$ cat src/rtl/vga_timing_ctrl.sv
// vga_timing_ctrl: VGA raster timing generator.
// Free-running h/v counters produce stage-0 pixel coordinates and the
// active-video flag for the picture stage. Sync and blanking are delayed
// through a PIPE_DLY-deep shift register so they line up with the colour
// returned by the picture stage, then registered once more at the output.
module vga_timing_ctrl #(
   parameter int unsigned H_ACTIVE = 640,
   parameter int unsigned H_FP     = 16,
   parameter int unsigned H_SYNC   = 96,
   parameter int unsigned H_BP     = 48,
   parameter int unsigned V_ACTIVE = 480,
   parameter int unsigned V_FP     = 10,
   parameter int unsigned V_SYNC   = 2,
   parameter int unsigned V_BP     = 33,
   parameter int unsigned PIPE_DLY = 1
) (
   input  logic        clk,
   input  logic        rst,
   input  logic [11:0] rgb_in,
   output logic [9:0]  pix_x,
   output logic [8:0]  pix_y,
   output logic        video_on,
   output logic        frame_tick,
   output logic        hsync,
   output logic        vsync,
   output logic [11:0] rgb_out
);

   localparam logic [9:0] H_ACT  = 10'(H_ACTIVE);
   localparam logic [9:0] HS_BEG = 10'(H_ACTIVE + H_FP);
   localparam logic [9:0] HS_END = 10'(H_ACTIVE + H_FP + H_SYNC);
   localparam logic [9:0] H_LAST = 10'(H_ACTIVE + H_FP + H_SYNC + H_BP - 1);
   localparam logic [9:0] V_ACT  = 10'(V_ACTIVE);
   localparam logic [9:0] VS_BEG = 10'(V_ACTIVE + V_FP);
   localparam logic [9:0] VS_END = 10'(V_ACTIVE + V_FP + V_SYNC);
   localparam logic [9:0] V_LAST = 10'(V_ACTIVE + V_FP + V_SYNC + V_BP - 1);

   logic [9:0]  h_cnt_q, h_cnt_d;
   logic [9:0]  v_cnt_q, v_cnt_d;
   logic        h_wrap;
   logic        hs_0, vs_0;
   logic        de_d, hs_d, vs_d;
   logic        hsync_q, hsync_d;
   logic        vsync_q, vsync_d;
   logic [11:0] rgb_out_q, rgb_out_d;

   // Next-state for the raster counters; >= on wrap so any stray value recovers.
   always_comb begin
      h_wrap  = (h_cnt_q >= H_LAST);
      h_cnt_d = h_wrap ? '0 : h_cnt_q + 10'd1;
      v_cnt_d = v_cnt_q;
      if (h_wrap) begin
         v_cnt_d = (v_cnt_q >= V_LAST) ? '0 : v_cnt_q + 10'd1;
      end
   end

   // Raster counter registers.
   always_ff @(posedge clk or posedge rst) begin
      if (rst) begin
         h_cnt_q <= '0;
         v_cnt_q <= '0;
      end else begin
         h_cnt_q <= h_cnt_d;
         v_cnt_q <= v_cnt_d;
      end
   end

   // Stage-0 decode straight from the counter registers (no added latency).
   always_comb begin
      video_on   = (h_cnt_q < H_ACT) && (v_cnt_q < V_ACT);
      pix_x      = (h_cnt_q < H_ACT) ? h_cnt_q : '0;
      pix_y      = (v_cnt_q < V_ACT) ? v_cnt_q[8:0] : '0;
      hs_0       = !((h_cnt_q >= HS_BEG) && (h_cnt_q < HS_END));
      vs_0       = !((v_cnt_q >= VS_BEG) && (v_cnt_q < VS_END));
      frame_tick = (h_cnt_q == '0) && (v_cnt_q == V_ACT);
   end

   // Delay line matching the picture-stage latency; PIPE_DLY=0 is a pass-through.
   if (PIPE_DLY > 0) begin : g_pipe
      logic [PIPE_DLY-1:0] de_sr_q, de_sr_d;
      logic [PIPE_DLY-1:0] hs_sr_q, hs_sr_d;
      logic [PIPE_DLY-1:0] vs_sr_q, vs_sr_d;
      logic [PIPE_DLY:0]   de_sh, hs_sh, vs_sh;

      // Shift stage-0 flags in at bit 0.
      always_comb begin
         de_sh   = {de_sr_q, video_on};
         hs_sh   = {hs_sr_q, hs_0};
         vs_sh   = {vs_sr_q, vs_0};
         de_sr_d = de_sh[PIPE_DLY-1:0];
         hs_sr_d = hs_sh[PIPE_DLY-1:0];
         vs_sr_d = vs_sh[PIPE_DLY-1:0];
      end

      // Shift-register stages reset to blanked, syncs inactive.
      always_ff @(posedge clk or posedge rst) begin
         if (rst) begin
            de_sr_q <= '0;
            hs_sr_q <= '1;
            vs_sr_q <= '1;
         end else begin
            de_sr_q <= de_sr_d;
            hs_sr_q <= hs_sr_d;
            vs_sr_q <= vs_sr_d;
         end
      end

      assign de_d = de_sr_q[PIPE_DLY-1];
      assign hs_d = hs_sr_q[PIPE_DLY-1];
      assign vs_d = vs_sr_q[PIPE_DLY-1];
   end else begin : g_nopipe
      assign de_d = video_on;
      assign hs_d = hs_0;
      assign vs_d = vs_0;
   end

   // Output register inputs; colour forced to black outside the active area.
   always_comb begin
      hsync_d   = hs_d;
      vsync_d   = vs_d;
      rgb_out_d = de_d ? rgb_in : '0;
   end

   // Output registers towards the connector / DAC.
   always_ff @(posedge clk or posedge rst) begin
      if (rst) begin
         hsync_q   <= 1'b1;
         vsync_q   <= 1'b1;
         rgb_out_q <= '0;
      end else begin
         hsync_q   <= hsync_d;
         vsync_q   <= vsync_d;
         rgb_out_q <= rgb_out_d;
      end
   end

   assign hsync   = hsync_q;
   assign vsync   = vsync_q;
   assign rgb_out = rgb_out_q;

endmodule

$ cat config.mk
export PLATFORM = sky130hd
export DESIGN_NAME = vga_timing_ctrl
export DESIGN_NICKNAME = d
export VERILOG_FILES = /design/src/rtl/vga_timing_ctrl.sv
export SDC_FILE = /design/constraint.sdc
export NUM_CORES = 1
export LEC_CHECK = 0
export ABC_AREA = 1
export CAP_MARGIN = 20
export CORE_MARGIN = 2
export CORE_UTILIZATION = 46
export DETAILED_ROUTE_END_ITERATION = 7
export HOLD_SLACK_MARGIN = 0.02
export PLACE_DENSITY = 0.76
export SLEW_MARGIN = 10
export SYNTH_ARGS = -nofsm -noshare
export SYNTH_HDL_FRONTEND = slang
export SYNTH_SLANG_ARGS = --single-unit
$ cat constraint.sdc
create_clock -name clk -period 2.1 [get_ports clk]
set_input_delay 0.42 -clock clk [delete_from_list [all_inputs] [get_ports clk]]
set_output_delay 0.42 -clock clk [all_outputs]
set_load 0.1 [all_outputs]
Yosys cells after proc, flatten, opt, wreduce, memory -nomap -nowiden
Index checks and enable logic that the tools add are counted.
Widths: inputs -> output; s select.
{"block": "word_totals", "reg_bits": 37, "out_inout_bits": 35}
{"block": "classes", "n_addsub": 2, "eq_ne": 1, "magnitude_cmp": 8, "n_mux": 5, "reduce_logical": 7}
{"operator": "$ge 10x10->1 const B", "n": 3}
{"operator": "$mux 10", "n": 3}
{"operator": "$add 10x1->10 const B", "n": 2}
{"operator": "$lt 10x10->1 const B", "n": 2}
{"operator": "$lt 10x9->1 const B", "n": 2}
{"operator": "$mux 12", "n": 1}
{"operator": "$eq 10x9->1 const B", "n": 1}
{"operator": "$ge 10x9->1 const B", "n": 1}
{"operator": "$logic_not 10->1", "n": 1}
{"operator": "$mux 9", "n": 1}
{"operator": "$logic_and 1x1->1", "n": 4}
{"operator": "$logic_not 1->1", "n": 2}

Longest topological paths before layout
{"block": "depth", "depth_word": 3, "mapped_depth": 9}

Least setup slack after synthesis
No wires, ideal clock.
{"block": "synth_timing", "path_kind": "register to output", "start": "register h_cnt_q[8]", "end": "output port video_on", "n_path_buf": 0, "setup_slack_ns": -0.620, "t_required_ns": 1.680, "stages_incl_launch_ff": 6, "arrival_time_ns": 2.300, "cell_sequence": "dfrtp_1 > nand2_1 > inv_1 > nor2_1 > inv_1 > nor2_1"}
{"block": "synth_between", "elab_chain_len": 2}
{"item": "start, declared", "line_no": "38", "source": "logic [9:0] h_cnt_q, h_cnt_d;"}
{"item": "start signal, assigned", "line_no": "63", "source": "h_cnt_q <= h_cnt_d;"}
{"item": "$lt 10x10->1", "line_no": "70", "source": "video_on = (h_cnt_q < H_ACT) && (v_cnt_q < V_ACT);"}
{"item": "$logic_and 1x1->1", "line_no": "70"}
{"item": "end, declared", "line_no": "22", "source": "output logic video_on,"}
Every way passes these cells.

Worst setup path after layout
{"block": "layout_timing", "start": "register h_cnt_q[0]", "end": "output port frame_tick"}
{"block": "layout_between", "elab_chain_len": 2}
{"item": "$logic_not 10->1", "line_no": "75", "source": "frame_tick = (h_cnt_q == '0) && (v_cnt_q == V_ACT);"}
{"item": "$logic_and 1x1->1", "line_no": "75"}
{"item": "end, declared", "line_no": "23", "source": "output logic frame_tick,"}
Every way passes these cells.

==> impl_metrics.json <==
{
  "status": "finished clean",
  "pre_cts_slack_ns": 0.216,
  "core_area_um2": 4030,
  "hp-start": "g_pipe.hs_sr_q$_DFF_PP1_",
  "cts.sinks": 37,
  "grt_max_degree": 38,
  "r2r_start": "h_cnt_q[0]$_DFF_PP0_",
  "io-pin-count": 49,
  "power_mw": 1.62,
  "hold_end": "hsync$_DFF_PP1_",
  "pwr_density_cell_nw_per_um2": 567,
  "fin_crit_sh_pct": 96.6,
  "die_h_um": 69.1,
  "fin_tns_setup_ns": 0,
  "yosysSeqAreaShare_pct": 47.7,
  "nets": 336,
  "gp_routability_congestion": 0.908,
  "tritoncts": "done",
  "maxCapViolations": 0,
  "slowest_delay_ns": 0.45,
  "synth_flop_cell": "dfrtp_1",
  "post-synth-top-area-cell": "dfrtp_1",
  "die_w_um": 69.1,
  "rows": 23,
  "yosysMostFrequentCell": "nand2_1",
  "fin_hold_ws_ns": 0.358,
  "setup_violations": 0,
  "slowest_stage": "dfrtp_2",
  "grt_pass1_wl_mm": 8.25,
  "cts_made_buffers": 5,
  "drc": 0,
  "nFillCells": 309,
  "synth_common_cells": "nand2_1 (75), nor2_1 (50), inv_1 (48), dfrtp_1 (33), nand3_1 (15)",
  "dieArea_um2": 4780,
  "first_pass_iters": 4,
  "wl_mm": 4.72,
  "r2r_slack_ns": 0.53,
  "syn_area_um2": 1950,
  "rsz0062_at_grt": "false",
  "synth_edf_count": 0,
  "antenna_found_initial": 0,
  "num_vias": 1799,
  "cp-start-kind": "register",
  "antenna_cells": 0,
  "drive_gt1_share_pct": 26.3,
  "cp.required_ns": 1.68,
  "cp.buffers_inverters": 3,
  "fin_util_pct": 71.0,
  "ctsHtreeMaxLevel": 2,
  "cp.arrival_ns": 1.61,
  "worstSetupEndpointType": "primary output",
  "drt_iter0_drc": 111,
  "clk_pin_slew_ns": 0.07,
  "initial_core_util_pct": 48.4,
  "clk_latency_ns": 0.29,
  "crit_chain": "inv_2, ha_1, inv_1, nor4_2, nand3_1, nor2_2, buf_12",
  "yosys.area.top_type_share_pct": 42.3,
  "ys_ff_latch": 37,
  "clock-root-buffer": "clkbuf_8",
  "ys_types": 26,
  "cp_top_family": "flip-flops",
  "relSlewSlack_pct": 68.8,
  "fin_crit_ns": 2.03,
  "yosys-top-cells-area": "dfrtp_1 (42%), nand2_1 (14%), nor2_1 (9.6%), inv_1 (9.2%), dfstp_2 (5.4%)",
  "final_antenna_net_count": 0,
  "r2r_end": "v_cnt_q[0]$_DFFE_PP0N_",
  "grt-ovfl-total": 0,
  "p_leak_nw": 1.47,
  "via_per_inst": 4.88,
  "cts_hold_repair.buffers": 0,
  "hold_viol": 0,
  "ys_warn_count": 0,
  "hold_depth": 0,
  "vdd_drop_max_mv": 0.384,
  "area_growth_syn_to_layout_pct": 46.5,
  "maxSlewViolCount": 0,
  "crit_path_max_fanout": 5,
  "clock.fmax_ghz": 0.493,
  "worst_slack_ns": 0.0710,
  "hold_path.class": "register to register",
  "syn_nets": 281,
  "rr_worst_depth": 9,
  "grt_pass1_vias": 1766,
  "grt_usage_pct": 21.2,
  "fin_skew_ns": 0.00648,
  "post_drt_wl_per_cell_um": 12.8,
  "ctsLongestPathBuffers": 2,
  "tightest_slew_ns": 0.468,
  "synth_cells": 263,
  "hpwl_mm": 3.41,
  "syn_area_per_cell_um2": 7.42,
  "io_buffers": 48,
  "synth_async_sr_flop_share_pct": 100,
  "critical_path_class": "register to primary output"
}
## worst reg2reg max path: stages, from the launching register on
cell     delay, ns
dfrtp_2       0.42
ha_1          0.19
nand2_2       0.08
nor2_4        0.19
nand2_4       0.10
nand2_2       0.10
nand2_4       0.15
nor2_1        0.17
nand2_1       0.06
nand2_1       0.06
## per-layer routing
metal	part of all wire [%]	vias to the layer above	GRT usage, %
li1	-	893	-
met1	44	819	28.5
met2	47	75	32.7
met3	7.5	12	5.41
met4	1.7	0	8.71
met5	0	-	0
## cell families after synthesis
| logic type | synth area share [%] |
|---|---|
| DFF | 47.7 |
| adders and majority gates | 2.56 |
| buffers and inverters | 11.0 |
| xor gates and xnor gates | 1.35 |
| AOI/OAI and AO/OA | 3.59 |
| and+or+nand+nor | 33.8 |
## worst max path at each step
| stage | slack (ns) | end | cells past startpoint | from |
|---|---|---|---|---|
| after CTS | 0.01 | pix_x[4] | 7 | h_cnt_q[8]$_DFF_PP0_ |
| after floorplan | -0.44 | pix_y[0] | 5 | v_cnt_q[7]$_DFFE_PP0N_ |
| after detailed placement | 0.22 | pix_y[1] | 6 | v_cnt_q[7]$_DFFE_PP0N_ |
| final | 0.07 | frame_tick | 7 | h_cnt_q[0]$_DFF_PP0_ |
| after global routing | 0.003 | frame_tick | 7 | v_cnt_q[0]$_DFFE_PP0N_ |
| after global placement | 0.26 | pix_y[2] | 6 | v_cnt_q[7]$_DFFE_PP0N_ |
## registers in the layout (all words and copies together), names as in the netlist
| register | flops |
|---|---|
| rgb_out | 12 |
| h_cnt_q | 10 |
| v_cnt_q | 10 |
| de_d | 1 |
| g_pipe.hs_sr_q | 1 |
| g_pipe.vs_sr_q | 1 |
| hsync | 1 |
| vsync | 1 |
## through the flow
| step | instance area (µm²) | std cells |
|---|---|---|
| floorplan | 1970 | 263 |
| detailed placement | 2680 | 361 |
| finish | 2860 | 369 |
| global placement | 2680 | 361 |
| global route | 2860 | 369 |
| CTS | 2830 | 369 |
## cells in the final DEF, fill, tap and decap left out, drive strengths merged
| cell | instances |
|---|---|
| or2 | 1 |
| bufinv | 2 |
| inv | 50 |
| o211ai | 1 |
| clkbuf | 5 |
| nor4 | 2 |
| xor2 | 3 |
| nand3 | 16 |
| nor2 | 52 |
| ha | 4 |
| buf | 38 |
| clkdlybuf4s50 | 13 |
| dfstp | 4 |
| nand2 | 79 |
| o21ai | 4 |
| nor3 | 5 |
| dfrtp | 33 |
| a21oi | 5 |
| a31oi | 1 |
| clkinv | 1 |
## cell type report
| type | count | area (µm²) | share of cell area [%] |
|---|---|---|---|
| Clock buffer | 5 | 68.8 | 2.41 |
| Clock inverter | 3 | 65.1 | 2.27 |
| Inverter | 50 | 190 | 6.65 |
| Multi-Input combinational cell | 173 | 858 | 30.0 |
| Sequential cell | 37 | 933 | 32.6 |
| Tap cell | 50 | 62.6 | 2.19 |
| Timing Repair Buffer | 51 | 682 | 23.8 |
## what timing repair did
action,4_1_cts,5_1_grt
setup buffers,0,0
setup endpoints to repair,11,17
pin swaps,0,1
gates resized for setup,4,17
## where the power goes
group	switching, mW	internal (mW)	leakage, nW
sequential	0.00323	0.724	0.454
combinational	0.117	0.0413	0.951
clock	0.265	0.472	0.0681
Note: power is estimated with default switching activity, not from simulation.
